<file path="config.mk">
export PLATFORM = sky130hd
export DESIGN_NAME = cr16_controller
export DESIGN_NICKNAME = d
export VERILOG_FILES = /design/src/rtl/cr16_pkg.sv /design/src/rtl/cr16_decode.sv /design/src/rtl/cr16_controller.sv
export SDC_FILE = /design/constraint.sdc
export NUM_CORES = 1
export LEC_CHECK = 0
export ABC_AREA = 1
export BUFFER_PORTS_ARGS = -buffer_cell sky130_fd_sc_hd__buf_4
export CAP_MARGIN = 30
export CORE_UTILIZATION = 53
export DETAILED_ROUTE_END_ITERATION = 8
export PLACE_DENSITY_LB_ADDON = 0.15
export RECOVER_POWER = 50
export SYNTH_ARGS = -nofsm -noshare
export SYNTH_HDL_FRONTEND = slang
export SYNTH_HIERARCHICAL = 1
export SYNTH_SLANG_ARGS = --single-unit
</file>
<file path="constraint.sdc">
create_clock -name clk -period 6.08 [get_ports clk]
set_clock_uncertainty 0.05 [all_clocks]
set_input_delay 0 -clock clk [delete_from_list [all_inputs] [get_ports clk]]
set_output_delay 0 -clock clk [all_outputs]
set_load 0.02 [all_outputs]
</file>
<file path="src/rtl/cr16_pkg.sv">
// Shared encodings for the CR16 multicycle controller and its datapath.
// State codes, opcode fields, instruction classes and ALU operation codes.
package cr16_pkg;

    localparam logic [3:0] S_FETCH = 4'd0;
    localparam logic [3:0] S_LATCH = 4'd1;
    localparam logic [3:0] S_EXEC  = 4'd2;
    localparam logic [3:0] S_SHIFT = 4'd3;
    localparam logic [3:0] S_WB    = 4'd4;
    localparam logic [3:0] S_LDADR = 4'd5;
    localparam logic [3:0] S_LDWB  = 4'd6;
    localparam logic [3:0] S_STORE = 4'd7;
    localparam logic [3:0] S_JUMP  = 4'd8;
    localparam logic [3:0] S_PCINC = 4'd9;
    localparam logic [3:0] S_HALT  = 4'd10;

    typedef enum logic [2:0] {
        C_ALU, C_SHIFT, C_LOAD, C_STOR, C_JUMP, C_NOP
    } iclass_t;

    localparam logic [3:0] OP_RTYPE = 4'b0000;
    localparam logic [3:0] OP_ADDI  = 4'b0101;
    localparam logic [3:0] OP_SUBI  = 4'b1001;
    localparam logic [3:0] OP_MOVI  = 4'b1101;
    localparam logic [3:0] OP_SHIFT = 4'b1000;
    localparam logic [3:0] OP_MEM   = 4'b0100;

    localparam logic [3:0] EXT_ADD  = 4'b0101;
    localparam logic [3:0] EXT_SUB  = 4'b1001;
    localparam logic [3:0] EXT_AND  = 4'b0001;
    localparam logic [3:0] EXT_OR   = 4'b0010;
    localparam logic [3:0] EXT_XOR  = 4'b0011;
    localparam logic [3:0] EXT_MOV  = 4'b1101;
    localparam logic [3:0] EXT_NOP  = 4'b0000;
    localparam logic [3:0] EXT_LSH  = 4'b0100;
    localparam logic [3:0] EXT_LOAD = 4'b0000;
    localparam logic [3:0] EXT_STOR = 4'b0100;
    localparam logic [3:0] EXT_JUMP = 4'b1100;

    localparam logic [3:0] ALU_ADD   = 4'd0;
    localparam logic [3:0] ALU_SUB   = 4'd1;
    localparam logic [3:0] ALU_AND   = 4'd2;
    localparam logic [3:0] ALU_OR    = 4'd3;
    localparam logic [3:0] ALU_XOR   = 4'd4;
    localparam logic [3:0] ALU_PASSA = 4'd5;

endpackage

</file>
<file path="src/rtl/cr16_decode.sv">
// Combinational instruction decode: opcode fields to class, ALU op,
// immediate/sign-extension flags and an illegal-encoding flag.
module cr16_decode
    import cr16_pkg::*;
(
    input  logic [3:0] op,
    input  logic [3:0] ext,
    output iclass_t    iclass,
    output logic [3:0] alu,
    output logic       imm,
    output logic       sign,
    output logic       illegal
);

    always_comb begin
        iclass  = C_NOP;
        alu     = ALU_ADD;
        imm     = 1'b0;
        sign    = 1'b0;
        illegal = 1'b0;
        case (op)
            OP_RTYPE: begin
                iclass = C_ALU;
                case (ext)
                    EXT_ADD: alu = ALU_ADD;
                    EXT_SUB: alu = ALU_SUB;
                    EXT_AND: alu = ALU_AND;
                    EXT_OR:  alu = ALU_OR;
                    EXT_XOR: alu = ALU_XOR;
                    EXT_MOV: alu = ALU_PASSA;
                    EXT_NOP: iclass = C_NOP;
                    default: begin
                        iclass  = C_NOP;
                        illegal = 1'b1;
                    end
                endcase
            end
            OP_ADDI: begin
                iclass = C_ALU;
                imm    = 1'b1;
                sign   = 1'b1;
            end
            OP_SUBI: begin
                iclass = C_ALU;
                alu    = ALU_SUB;
                imm    = 1'b1;
                sign   = 1'b1;
            end
            OP_MOVI: begin
                iclass = C_ALU;
                alu    = ALU_PASSA;
                imm    = 1'b1;
            end
            OP_SHIFT: begin
                if (ext == EXT_LSH) begin
                    iclass = C_SHIFT;
                end else if (ext[3:1] == 3'b000) begin
                    // LSHI: signed immediate shift amount
                    iclass = C_SHIFT;
                    imm    = 1'b1;
                    sign   = 1'b1;
                end else begin
                    illegal = 1'b1;
                end
            end
            OP_MEM: begin
                case (ext)
                    EXT_LOAD: iclass = C_LOAD;
                    EXT_STOR: iclass = C_STOR;
                    EXT_JUMP: iclass = C_JUMP;
                    default:  illegal = 1'b1;
                endcase
            end
            default: illegal = 1'b1;
        endcase
    end

endmodule

</file>
<file path="src/rtl/cr16_controller.sv">
// Multicycle control FSM for the 16-bit CR16 datapath.
// Moore outputs decoded from the state and the opcode latched in LATCH.
module cr16_controller
    import cr16_pkg::*;
#(
    parameter bit HALT_ON_ILLEGAL = 1'b0
) (
    input  logic       clk,
    input  logic       reset,
    input  logic [3:0] OpCode,
    input  logic [3:0] OpCodeExt,
    output logic [3:0] aluControl,
    output logic       pcRegEn,
    output logic       srcRegEn,
    output logic       dstRegEn,
    output logic       immRegEn,
    output logic       resultRegEn,
    output logic       regFileEn,
    output logic       signEn,
    output logic       irS,
    output logic       exMemResultEn,
    output logic       pcRegMuxEn,
    output logic [1:0] mux4En,
    output logic       shiftALUMuxEn,
    output logic       regImmMuxEn,
    output logic [1:0] regpcCont,
    output logic       memWrite,
    output logic       halted,
    output logic [3:0] state
);

    logic [3:0] op_q, ext_q, dec_op, dec_ext, nxt;
    logic [3:0] d_alu;
    logic       d_imm, d_sign, d_ill;
    iclass_t    d_class;

    // In LATCH the live fields steer the branch; afterwards the copy does.
    assign dec_op  = (state == S_LATCH) ? OpCode    : op_q;
    assign dec_ext = (state == S_LATCH) ? OpCodeExt : ext_q;

    cr16_decode u_dec (
        .op      (dec_op),
        .ext     (dec_ext),
        .iclass  (d_class),
        .alu     (d_alu),
        .imm     (d_imm),
        .sign    (d_sign),
        .illegal (d_ill)
    );

    always_ff @(posedge clk or negedge reset) begin
        if (!reset) begin
            state <= S_FETCH;
            op_q  <= 4'b0000;
            ext_q <= 4'b0000;
        end else begin
            state <= nxt;
            if (state == S_LATCH) begin
                op_q  <= OpCode;
                ext_q <= OpCodeExt;
            end
        end
    end

    always_comb begin
        nxt = S_FETCH;
        case (state)
            S_FETCH: nxt = S_LATCH;
            S_LATCH: begin
                if (d_ill) begin
                    nxt = HALT_ON_ILLEGAL ? S_HALT : S_PCINC;
                end else begin
                    case (d_class)
                        C_ALU:   nxt = S_EXEC;
                        C_SHIFT: nxt = S_SHIFT;
                        C_LOAD:  nxt = S_LDADR;
                        C_STOR:  nxt = S_STORE;
                        C_JUMP:  nxt = S_JUMP;
                        default: nxt = S_PCINC;
                    endcase
                end
            end
            S_EXEC, S_SHIFT:        nxt = S_WB;
            S_WB, S_LDWB, S_STORE:  nxt = S_PCINC;
            S_LDADR:                nxt = S_LDWB;
            S_JUMP, S_PCINC:        nxt = S_FETCH;
            S_HALT:                 nxt = S_HALT;
            default:                nxt = S_FETCH;
        endcase
    end

    always_comb begin
        aluControl    = ALU_ADD;
        pcRegEn       = 1'b0;
        srcRegEn      = 1'b0;
        dstRegEn      = 1'b0;
        immRegEn      = 1'b0;
        resultRegEn   = 1'b0;
        regFileEn     = 1'b0;
        signEn        = 1'b0;
        irS           = 1'b0;
        exMemResultEn = 1'b0;
        pcRegMuxEn    = 1'b0;
        mux4En        = 2'd0;
        shiftALUMuxEn = 1'b0;
        regImmMuxEn   = 1'b0;
        regpcCont     = 2'd0;
        memWrite      = 1'b0;
        halted        = 1'b0;
        case (state)
            S_FETCH: regpcCont = 2'd1;
            S_LATCH: begin
                irS      = 1'b1;
                srcRegEn = 1'b1;
                dstRegEn = 1'b1;
                immRegEn = 1'b1;
            end
            S_EXEC: begin
                resultRegEn = 1'b1;
                pcRegMuxEn  = 1'b1;
                aluControl  = d_alu;
                mux4En      = d_imm ? 2'd1 : 2'd0;
                signEn      = d_sign;
            end
            S_SHIFT: begin
                resultRegEn   = 1'b1;
                shiftALUMuxEn = 1'b1;
                regImmMuxEn   = d_imm;
                signEn        = d_sign;
            end
            S_WB:    regFileEn = 1'b1;
            S_LDADR: regpcCont = 2'd0;
            S_LDWB: begin
                exMemResultEn = 1'b1;
                regFileEn     = 1'b1;
            end
            S_STORE: memWrite = 1'b1;
            S_JUMP: begin
                mux4En     = 2'd3;
                pcRegMuxEn = 1'b1;
                pcRegEn    = 1'b1;
            end
            S_PCINC: begin
                mux4En  = 2'd2;
                pcRegEn = 1'b1;
            end
            S_HALT:  halted = 1'b1;
            default: regpcCont = 2'd0;
        endcase
    end

endmodule
</file>
==> results of run 1 <==
[cell families (layout without fill, tap and decap cells)]
logic type,count (synthesis),after routing,share of synthesized area
AO/OA/AOI/OAI,7,7,0.0400
buffers and inverters,31,68,0.138
flip-flops,12,12,0.291
other,2,2,0.00728
AND/OR/NAND/NOR,116,116,0.524
[cell type report]
type	count	area, um^2	share of cell area
Clock buffer	4	36.3	0.0275
Inverter	25	93.8	0.0712
Multi-Input combinational cell	125	574	0.436
Sequential cell	12	300	0.228
Tap cell	25	31.3	0.0237
Timing Repair Buffer	39	282	0.214
[worst max-delay path, cell delays in order (launching register included)]
cell	delay, ns
sky130_fd_sc_hd__dfrtp_1	0.51
sky130_fd_sc_hd__inv_1	0.12
sky130_fd_sc_hd__nand2_1	0.24
sky130_fd_sc_hd__inv_1	0.13
sky130_fd_sc_hd__nand2_1	0.24
sky130_fd_sc_hd__nand2_1	0.08
sky130_fd_sc_hd__nand2_1	0.14
sky130_fd_sc_hd__inv_1	0.09
sky130_fd_sc_hd__nor2_2	0.14
sky130_fd_sc_hd__nand2_1	0.09
sky130_fd_sc_hd__o21ai_1	0.13
sky130_fd_sc_hd__nand2_1	0.06
sky130_fd_sc_hd__nand2_1	0.05
sky130_fd_sc_hd__inv_1	0.03
sky130_fd_sc_hd__nor2_1	0.09
sky130_fd_sc_hd__buf_4	0.15
[synthesized netlist by cell type]
cell | instances | area share
sky130_fd_sc_hd__nand3_2 | 1 | 0.0097
sky130_fd_sc_hd__buf_4 | 5 | 0.036
sky130_fd_sc_hd__nor3_1 | 2 | 0.0097
sky130_fd_sc_hd__nand4_1 | 4 | 0.024
sky130_fd_sc_hd__o21ai_1 | 2 | 0.0097
sky130_fd_sc_hd__dfrtp_1 | 12 | 0.29
sky130_fd_sc_hd__buf_6 | 1 | 0.011
sky130_fd_sc_hd__nand3_1 | 12 | 0.058
sky130_fd_sc_hd__nor2_8 | 1 | 0.019
sky130_fd_sc_hd__nor2_1 | 22 | 0.080
sky130_fd_sc_hd__conb_1 | 2 | 0.0073
sky130_fd_sc_hd__inv_1 | 22 | 0.080
sky130_fd_sc_hd__a21oi_1 | 2 | 0.0097
sky130_fd_sc_hd__nand2_2 | 2 | 0.012
sky130_fd_sc_hd__o21ai_0 | 1 | 0.0048
sky130_fd_sc_hd__a21boi_1 | 1 | 0.0073
sky130_fd_sc_hd__nor2_4 | 2 | 0.022
sky130_fd_sc_hd__and3_1 | 1 | 0.0061
sky130_fd_sc_hd__nand2_4 | 3 | 0.033
sky130_fd_sc_hd__nand2_1 | 62 | 0.23
sky130_fd_sc_hd__inv_2 | 3 | 0.011
sky130_fd_sc_hd__o21ai_2 | 1 | 0.0085
sky130_fd_sc_hd__nor2_2 | 4 | 0.024
[per-stage QoR]
| step | instances | total power, mW | worst slack, ns | util | hold WS, ns |
|---|---|---|---|---|---|
| after global placement | 220 | 0.735 | 3.96 | 0.708 | -0.205 |
| after floorplan | 168 | 0.615 | 3.96 | - | -0.346 |
| final | 230 | 0.798 | 3.45 | 0.739 | 0.0116 |
| after CTS | 230 | 0.819 | 3.78 | 0.762 | 0.00668 |
| after detailed placement | 220 | 0.750 | 3.85 | 0.708 | -0.204 |
| after global routing | 230 | 0.881 | 3.19 | 0.739 | 0.0249 |
[per-layer routing]
layer | track usage | vias to the layer above
met4 | 0.124 | 0
li1 | - | 581
met5 | 0 | -
met2 | 0.420 | 39
met1 | 0.325 | 495
met3 | 0.0275 | 7
[worst min path at each step]
| stage | start | endpoint | slack (ns) | cells after the start |
|---|---|---|---|---|
| floorplan | reset | ext_q[0] | -0.35 | 0 |
| global placement | reset | op_q[1] | -0.20 | 1 |
| detailed placement | reset | op_q[2] | -0.20 | 1 |
| CTS | OpCodeExt[2] | ext_q[2] | 0.007 | 3 |
| global route | OpCodeExt[2] | ext_q[2] | 0.02 | 3 |
| finish | OpCodeExt[2] | ext_q[2] | 0.01 | 3 |
[timing repair]
action                     4_1_cts  5_1_grt
setup endpoints to repair        0        0
hold endpoints to repair        17        0
hold buffers                     6        0
[flip-flops by register name, summed over array words and instances (netlist names)]
register and count:
op_q 4, state 4, ext_q 4
[where the power goes]
group	switching [mW]	leakage, nW	internal, mW
combinational	0.409	0.556	0.185
clock	0.0270	0.0210	0.0364
sequential	0.0237	0.150	0.116
==> impl_metrics.prom, run 1 <==
# TYPE chip_impl_metric gauge
chip_impl_metric{name="fp.dieW",unit="um"} 46.1
chip_impl_info{name="tritoncts_clock_tree",value="yes"} 1
chip_impl_metric{name="numPortBuffers",unit=""} 33
chip_impl_metric{name="initial_core_util",unit=""} 0.579
chip_impl_info{name="path_class",value="flop to output port"} 1
chip_impl_metric{name="routabilityCongestion",unit=""} 0.931
chip_impl_metric{name="floorplan.die.height",unit="um"} 46.1
chip_impl_metric{name="std_cell_rows",unit=""} 15
chip_impl_metric{name="placed_area",unit="um^2"} 1260
chip_impl_metric{name="vias_in_the_first_global_route",unit=""} 977
chip_impl_info{name="clock_tree.root_cell",value="sky130_fd_sc_hd__clkbuf_4"} 1
chip_impl_metric{name="antenna_violations_before_repair",unit=""} 0
chip_impl_metric{name="post_synth_instance_area",unit="um^2"} 1030
chip_impl_metric{name="postCtsResizedCells",unit=""} 0
chip_impl_metric{name="floorplan.die_area",unit="um^2"} 2130
chip_impl_metric{name="synthToLayoutAreaGrowth",unit="%"} 27.6
chip_impl_info{name="reg2reg_from",value="state[1]"} 1
chip_impl_metric{name="max-cap-violations",unit=""} 0
chip_impl_metric{name="antenna_cells_inserted",unit=""} 0
chip_impl_metric{name="layout_worst_path_cycle_share",unit=""} 0.432
chip_impl_metric{name="finalSetupViolations",unit=""} 0
chip_impl_metric{name="max-slew-margin-rel",unit=""} 0.568
chip_impl_metric{name="floorplan.io_pins",unit=""} 36
chip_impl_metric{name="finalWirelength",unit="mm"} 2.46
chip_impl_metric{name="grt_first_pass_wirelength",unit="mm"} 3.84
chip_impl_metric{name="syn-mean-instance-area",unit="um^2"} 6.14
chip_impl_metric{name="ff2ff_setup_slack",unit="ns"} 3.48
chip_impl_metric{name="irDropWorstVdd",unit="V"} 0.000404
chip_impl_info{name="crit-reg2reg-capture",value="state[3]"} 1
chip_impl_metric{name="powerDensity",unit="nW/um^2"} 605
chip_impl_metric{name="global_route_total_usage_across_every_layer",unit=""} 0.253
chip_impl_metric{name="filler_cell_count",unit=""} 156
chip_impl_metric{name="cts_setup_buffers",unit=""} 0
chip_impl_metric{name="worst-slew-pin-transition",unit="ns"} 0.648
chip_impl_metric{name="postSynthNetCount",unit=""} 178
chip_impl_metric{name="post-route-cell-area",unit="um^2"} 1320
chip_impl_metric{name="hold_viol_final",unit=""} 0
chip_impl_metric{name="synth.yosys.seq_area_share",unit=""} 0.291
chip_impl_metric{name="place.detailed.hpwl",unit="mm"} 1.92
chip_impl_metric{name="grt.overflow.total",unit=""} 0
chip_impl_metric{name="arrival",unit="ns"} 2.58
chip_impl_metric{name="met2_routed_wirelength",unit="mm"} 1.14
chip_impl_info{name="startpoint_kind_of_the_worst_setup_timing_path",value="flop"} 1
chip_impl_metric{name="drtAntennaViolNets",unit=""} 0
chip_impl_metric{name="critical_path.max_fanout",unit=""} 9
chip_impl_metric{name="synth.ff_latch_count",unit=""} 12
chip_impl_metric{name="period_minus_slack",unit="ns"} 2.63
chip_impl_metric{name="final.setup.tns",unit="ns"} 0
chip_impl_metric{name="detail_route.iter0.violations",unit=""} 28
chip_impl_metric{name="clk_path_buf_depth",unit=""} 2
chip_impl_metric{name="average_wire_length_per_cell_after_detail_routing",unit="um"} 10.7
chip_impl_metric{name="grt_start_max_net_pins",unit=""} 14
chip_impl_metric{name="drv_slew",unit=""} 0
chip_impl_metric{name="crit_required",unit="ns"} 6.03
chip_impl_metric{name="routed_via_density",unit=""} 4.88
chip_impl_metric{name="clk-insertion-delay-late",unit="ns"} 0.27
chip_impl_info{name="run_status",value="finished, final reports clean"} 1
chip_impl_metric{name="yosysWarningCount",unit=""} 6
chip_impl_metric{name="clock_pin_slew_reported_for_the_worst_setup_and_hold_paths_after_clock_tree_synthesis",unit="ns"} 0.08
chip_impl_metric{name="nNetsFinal",unit=""} 216
chip_impl_info{name="unrepaired_setup_endpoints_after_global_routing",value="no"} 1
chip_impl_metric{name="leakage_power",unit="nW"} 0.727
chip_impl_metric{name="first_pass_iters",unit=""} 4
chip_impl_metric{name="reg2regPathDepth",unit=""} 15
chip_impl_metric{name="vias",unit=""} 1122
chip_impl_metric{name="number_of_different_library_cells_in_the_post_synthesis_netlist",unit=""} 23
chip_impl_metric{name="clock.fmax",unit="MHz"} 380
chip_impl_metric{name="clock_sink_count",unit=""} 12
chip_impl_info{name="layout.cells.most_common",value="sky130_fd_sc_hd__nand2_1"} 1
chip_impl_metric{name="drc",unit=""} 0
chip_impl_info{name="endpoint",value="aluControl[2]"} 1
chip_impl_info{name="cp-end-kind",value="output port"} 1
chip_impl_metric{name="htreeDepth",unit=""} 1
chip_impl_metric{name="netlist_instances",unit=""} 168
chip_impl_info{name="highest_count_cells_in_the_layout_ignoring_fill_and_taps",value="sky130_fd_sc_hd__nand2_1, sky130_fd_sc_hd__buf_4, sky130_fd_sc_hd__inv_1"} 1
chip_impl_info{name="topRoutingLayerUsed",value="met4"} 1
chip_impl_metric{name="wl_met3",unit="um"} 129
chip_impl_metric{name="core_region_area",unit="um^2"} 1780
chip_impl_metric{name="tritoncts.num_buffers",unit=""} 3
chip_impl_info{name="worstSetupStartpoint",value="state[1]"} 1
chip_impl_metric{name="post_route_cells_drive_above_1_share",unit=""} 0.210
chip_impl_info{name="min-delay-path-class",value="primary input to flop"} 1
chip_impl_metric{name="met1_length",unit="mm"} 1.15
Power figures use the tool's default switching activity.
==> run 2: changes to the inputs <==
--- a/config.mk
+++ b/config.mk
@@ -8,7 +8,7 @@
 export ABC_AREA = 1
 export BUFFER_PORTS_ARGS = -buffer_cell sky130_fd_sc_hd__buf_4
 export CAP_MARGIN = 30
-export CORE_UTILIZATION = 53
+export CORE_UTILIZATION = 49
 export DETAILED_ROUTE_END_ITERATION = 8
 export PLACE_DENSITY_LB_ADDON = 0.15
 export RECOVER_POWER = 50
==> constraint.sdc (replaced) <==
create_clock -name clk -period 2.52 [get_ports clk]
set_clock_uncertainty 0.05 [all_clocks]
set_input_delay 0 -clock clk [delete_from_list [all_inputs] [get_ports clk]]
set_output_delay 0 -clock clk [all_outputs]
set_load 0.02 [all_outputs]
==> run 2 against run 1 <==
Critical endpoint unchanged. Total power rose to 2.5 times the previous value. First-iteration DRC count rose by 64%. Non-clock buffer count did not move. Cell count rose by 0.87%. Die area rose by 7.8%.
==> impl_metrics.prom, run 2 (synthesized netlist as in run 1, its figures left out) <==
# TYPE chip_impl_metric gauge
chip_impl_metric{name="std_cell_rows",unit=""} 16
chip_impl_metric{name="grt.overflow.total",unit=""} 0
chip_impl_metric{name="clock_sink_count",unit=""} 12
chip_impl_metric{name="first_pass_iters",unit=""} 4
chip_impl_info{name="clock_tree.root_cell",value="sky130_fd_sc_hd__clkbuf_4"} 1
chip_impl_metric{name="place.detailed.hpwl",unit="mm"} 2.02
chip_impl_metric{name="floorplan.die_area",unit="um^2"} 2290
chip_impl_metric{name="max-cap-violations",unit=""} 0
chip_impl_metric{name="crit_required",unit="ns"} 2.47
chip_impl_metric{name="irDropWorstVdd",unit="V"} 0.000913
chip_impl_metric{name="drv_slew",unit=""} 0
chip_impl_metric{name="share_seq_of_total_power",unit=""} 0.169
chip_impl_metric{name="cts_setup_buffers",unit=""} 0
chip_impl_metric{name="final.setup.tns",unit="ns"} 0
chip_impl_metric{name="clk_path_buf_depth",unit=""} 2
chip_impl_metric{name="finalWirelength",unit="mm"} 2.59
chip_impl_metric{name="vias_in_the_first_global_route",unit=""} 990
chip_impl_metric{name="comb_power_share",unit=""} 0.755
chip_impl_metric{name="global_route_total_usage_across_every_layer",unit=""} 0.250
chip_impl_metric{name="post-place-ws",unit="ns"} 0.293
chip_impl_metric{name="initial_core_util",unit=""} 0.526
chip_impl_metric{name="htreeDepth",unit=""} 1
chip_impl_info{name="highest_count_cells_in_the_layout_ignoring_fill_and_taps",value="sky130_fd_sc_hd__nand2_1, sky130_fd_sc_hd__buf_4, sky130_fd_sc_hd__inv_1"} 1
chip_impl_metric{name="dpl_cells",unit=""} 223
chip_impl_info{name="cp-end-kind",value="output port"} 1
chip_impl_metric{name="p_switching",unit="mW"} 1.16
chip_impl_metric{name="tritoncts.num_buffers",unit=""} 3
chip_impl_metric{name="leakage_power",unit="nW"} 0.736
chip_impl_metric{name="clock.fmax",unit="MHz"} 438
chip_impl_metric{name="critical_path.max_fanout",unit=""} 13
chip_impl_metric{name="worst-slew-pin-transition",unit="ns"} 0.669
chip_impl_metric{name="grt_first_pass_wirelength",unit="mm"} 4.05
chip_impl_metric{name="arrival",unit="ns"} 2.23
chip_impl_info{name="unrepaired_setup_endpoints_after_global_routing",value="no"} 1
chip_impl_info{name="path_class",value="flop to output port"} 1
chip_impl_metric{name="final_cells",unit=""} 232
chip_impl_info{name="layout.cells.most_common",value="sky130_fd_sc_hd__nand2_1"} 1
chip_impl_metric{name="drc",unit=""} 0
chip_impl_metric{name="core_region_area",unit="um^2"} 1960
chip_impl_metric{name="vias",unit=""} 1164
chip_impl_metric{name="nNetsFinal",unit=""} 216
chip_impl_info{name="startpoint_kind_of_the_worst_setup_timing_path",value="flop"} 1
chip_impl_metric{name="max-slew-margin-rel",unit=""} 0.554
chip_impl_info{name="tritoncts_clock_tree",value="yes"} 1
chip_impl_metric{name="post_route_cells_drive_above_1_share",unit=""} 0.244
chip_impl_metric{name="finalSetupViolations",unit=""} 0
chip_impl_metric{name="floorplan.die.height",unit="um"} 47.9
chip_impl_metric{name="fp.dieW",unit="um"} 47.9
chip_impl_metric{name="grt_start_max_net_pins",unit=""} 14
chip_impl_info{name="layout_top_registers",value="ext_q x4, op_q x4, state x4"} 1
chip_impl_metric{name="detail_route.iter0.violations",unit=""} 46
chip_impl_metric{name="antenna_violations_before_repair",unit=""} 0
chip_impl_metric{name="hold_viol_final",unit=""} 0
chip_impl_metric{name="synthToLayoutAreaGrowth",unit="%"} 29.7
chip_impl_metric{name="register_area",unit="um^2"} 300
chip_impl_metric{name="powerDensity",unit="nW/um^2"} 1490
chip_impl_info{name="run_status",value="finished, final reports clean"} 1
chip_impl_metric{name="floorplan.io_pins",unit=""} 36
chip_impl_metric{name="layout_worst_path_cycle_share",unit=""} 0.906
chip_impl_metric{name="timing.final.ws_setup",unit="ns"} 0.236
chip_impl_metric{name="routed_via_density",unit=""} 5.02
chip_impl_metric{name="period_minus_slack",unit="ns"} 2.28
chip_impl_metric{name="p_sw_frac",unit=""} 0.579
chip_impl_metric{name="clock_pin_slew_reported_for_the_worst_setup_and_hold_paths_after_clock_tree_synthesis",unit="ns"} 0.08
chip_impl_metric{name="clk-insertion-delay-late",unit="ns"} 0.27
chip_impl_metric{name="numPortBuffers",unit=""} 33
chip_impl_metric{name="ff2ff_setup_slack",unit="ns"} 0.25
chip_impl_metric{name="routabilityCongestion",unit=""} 0.978
chip_impl_metric{name="antenna_cells_inserted",unit=""} 0
chip_impl_metric{name="drtAntennaViolNets",unit=""} 0
chip_impl_metric{name="internal-power",unit="uW"} 843
chip_impl_metric{name="average_wire_length_per_cell_after_detail_routing",unit="um"} 11.2
chip_impl_metric{name="filler_cell_count",unit=""} 180
chip_impl_metric{name="pwr-share-clk",unit=""} 0.076
chip_impl_metric{name="multi_input_comb_area",unit="um^2"} 592
chip_impl_info{name="min-delay-path-class",value="primary input to flop"} 1
## run 2: changes by cell type in the layout (fill, tap and decap cells not counted), sizes merged
cell / delta
buf: +2
clkbuf: -1
dlygate4sd3: -1
## run 2: power by group through the flow
stage / Sequential (mW) / Clock [mW] / Combinational, mW
2_1_floorplan: 0.358 / 0 / 1.13
3_3_place_gp: 0.337 / 0 / 1.44
3_5_place_dp: 0.342 / 0 / 1.49
4_1_cts: 0.338 / 0.158 / 1.50
5_1_grt: 0.349 / 0.167 / 1.69
6_report: 0.338 / 0.153 / 1.51
## run 2: per-stage QoR
step	area (um^2)	power [mW]	utilization	hold WS (ns)
after detailed placement	1270	1.83	0.649	-0.201
after global routing	1340	2.20	0.682	0.0133
final	1340	2.00	0.682	0.000711
after global placement	1270	1.78	0.649	-0.203
after floorplan	1030	1.48	-	-0.346
after CTS	1360	2.00	0.693	0.000403
## run 2: cell type report
class / instances / area share
Clock buffer: 4 / 0.0271
Multi-Input combinational cell: 125 / 0.442
Sequential cell: 12 / 0.224
Timing Repair Buffer: 39 / 0.211
Inverter: 25 / 0.0701
Tap cell: 27 / 0.0252
## run 2: worst max-delay path, stage by stage, from the launching register on
cell and delay (ns):
sky130_fd_sc_hd__dfrtp_1 0.44, sky130_fd_sc_hd__inv_1 0.18, sky130_fd_sc_hd__nand2_4 0.09, sky130_fd_sc_hd__nor2_8 0.18, sky130_fd_sc_hd__nand2_1 0.07, sky130_fd_sc_hd__nand2_1 0.13
sky130_fd_sc_hd__inv_1 0.09, sky130_fd_sc_hd__nor2_2 0.15, sky130_fd_sc_hd__nand2_1 0.09, sky130_fd_sc_hd__o21ai_1 0.15, sky130_fd_sc_hd__nand2_1 0.06, sky130_fd_sc_hd__nand2_1 0.05
sky130_fd_sc_hd__inv_1 0.03, sky130_fd_sc_hd__nor2_1 0.10, sky130_fd_sc_hd__buf_4 0.15
## run 2: metal layers
layer,up-vias,GRT usage,part of all wire
met5,-,0,0
li1,579,-,-
met4,0,0.111,0.016
met2,59,0.422,0.49
met1,520,0.310,0.41
met3,6,0.0453,0.076
## run 2: final timing paths
check                      startpoint       endpoint  depth (start not counted)
max in group asynchronous       reset       ext_q[3]                          2
setup reg to reg             state[2]       state[3]                         14
min in group asynchronous       reset       state[2]                          2
hold reg to reg               op_q[0]        op_q[0]                          2
setup / recovery             state[2]  aluControl[2]                         14
hold / removal              OpCode[3]        op_q[3]                          3
## run 2: what timing repair did
| action | CTS | global route |
|---|---|---|
| hold buffers | 5 | 0 |
| endpoints found under the hold margin | 16 | 0 |
| resized for setup | 0 | 1 |
| endpoints found under the setup margin | 0 | 2 |
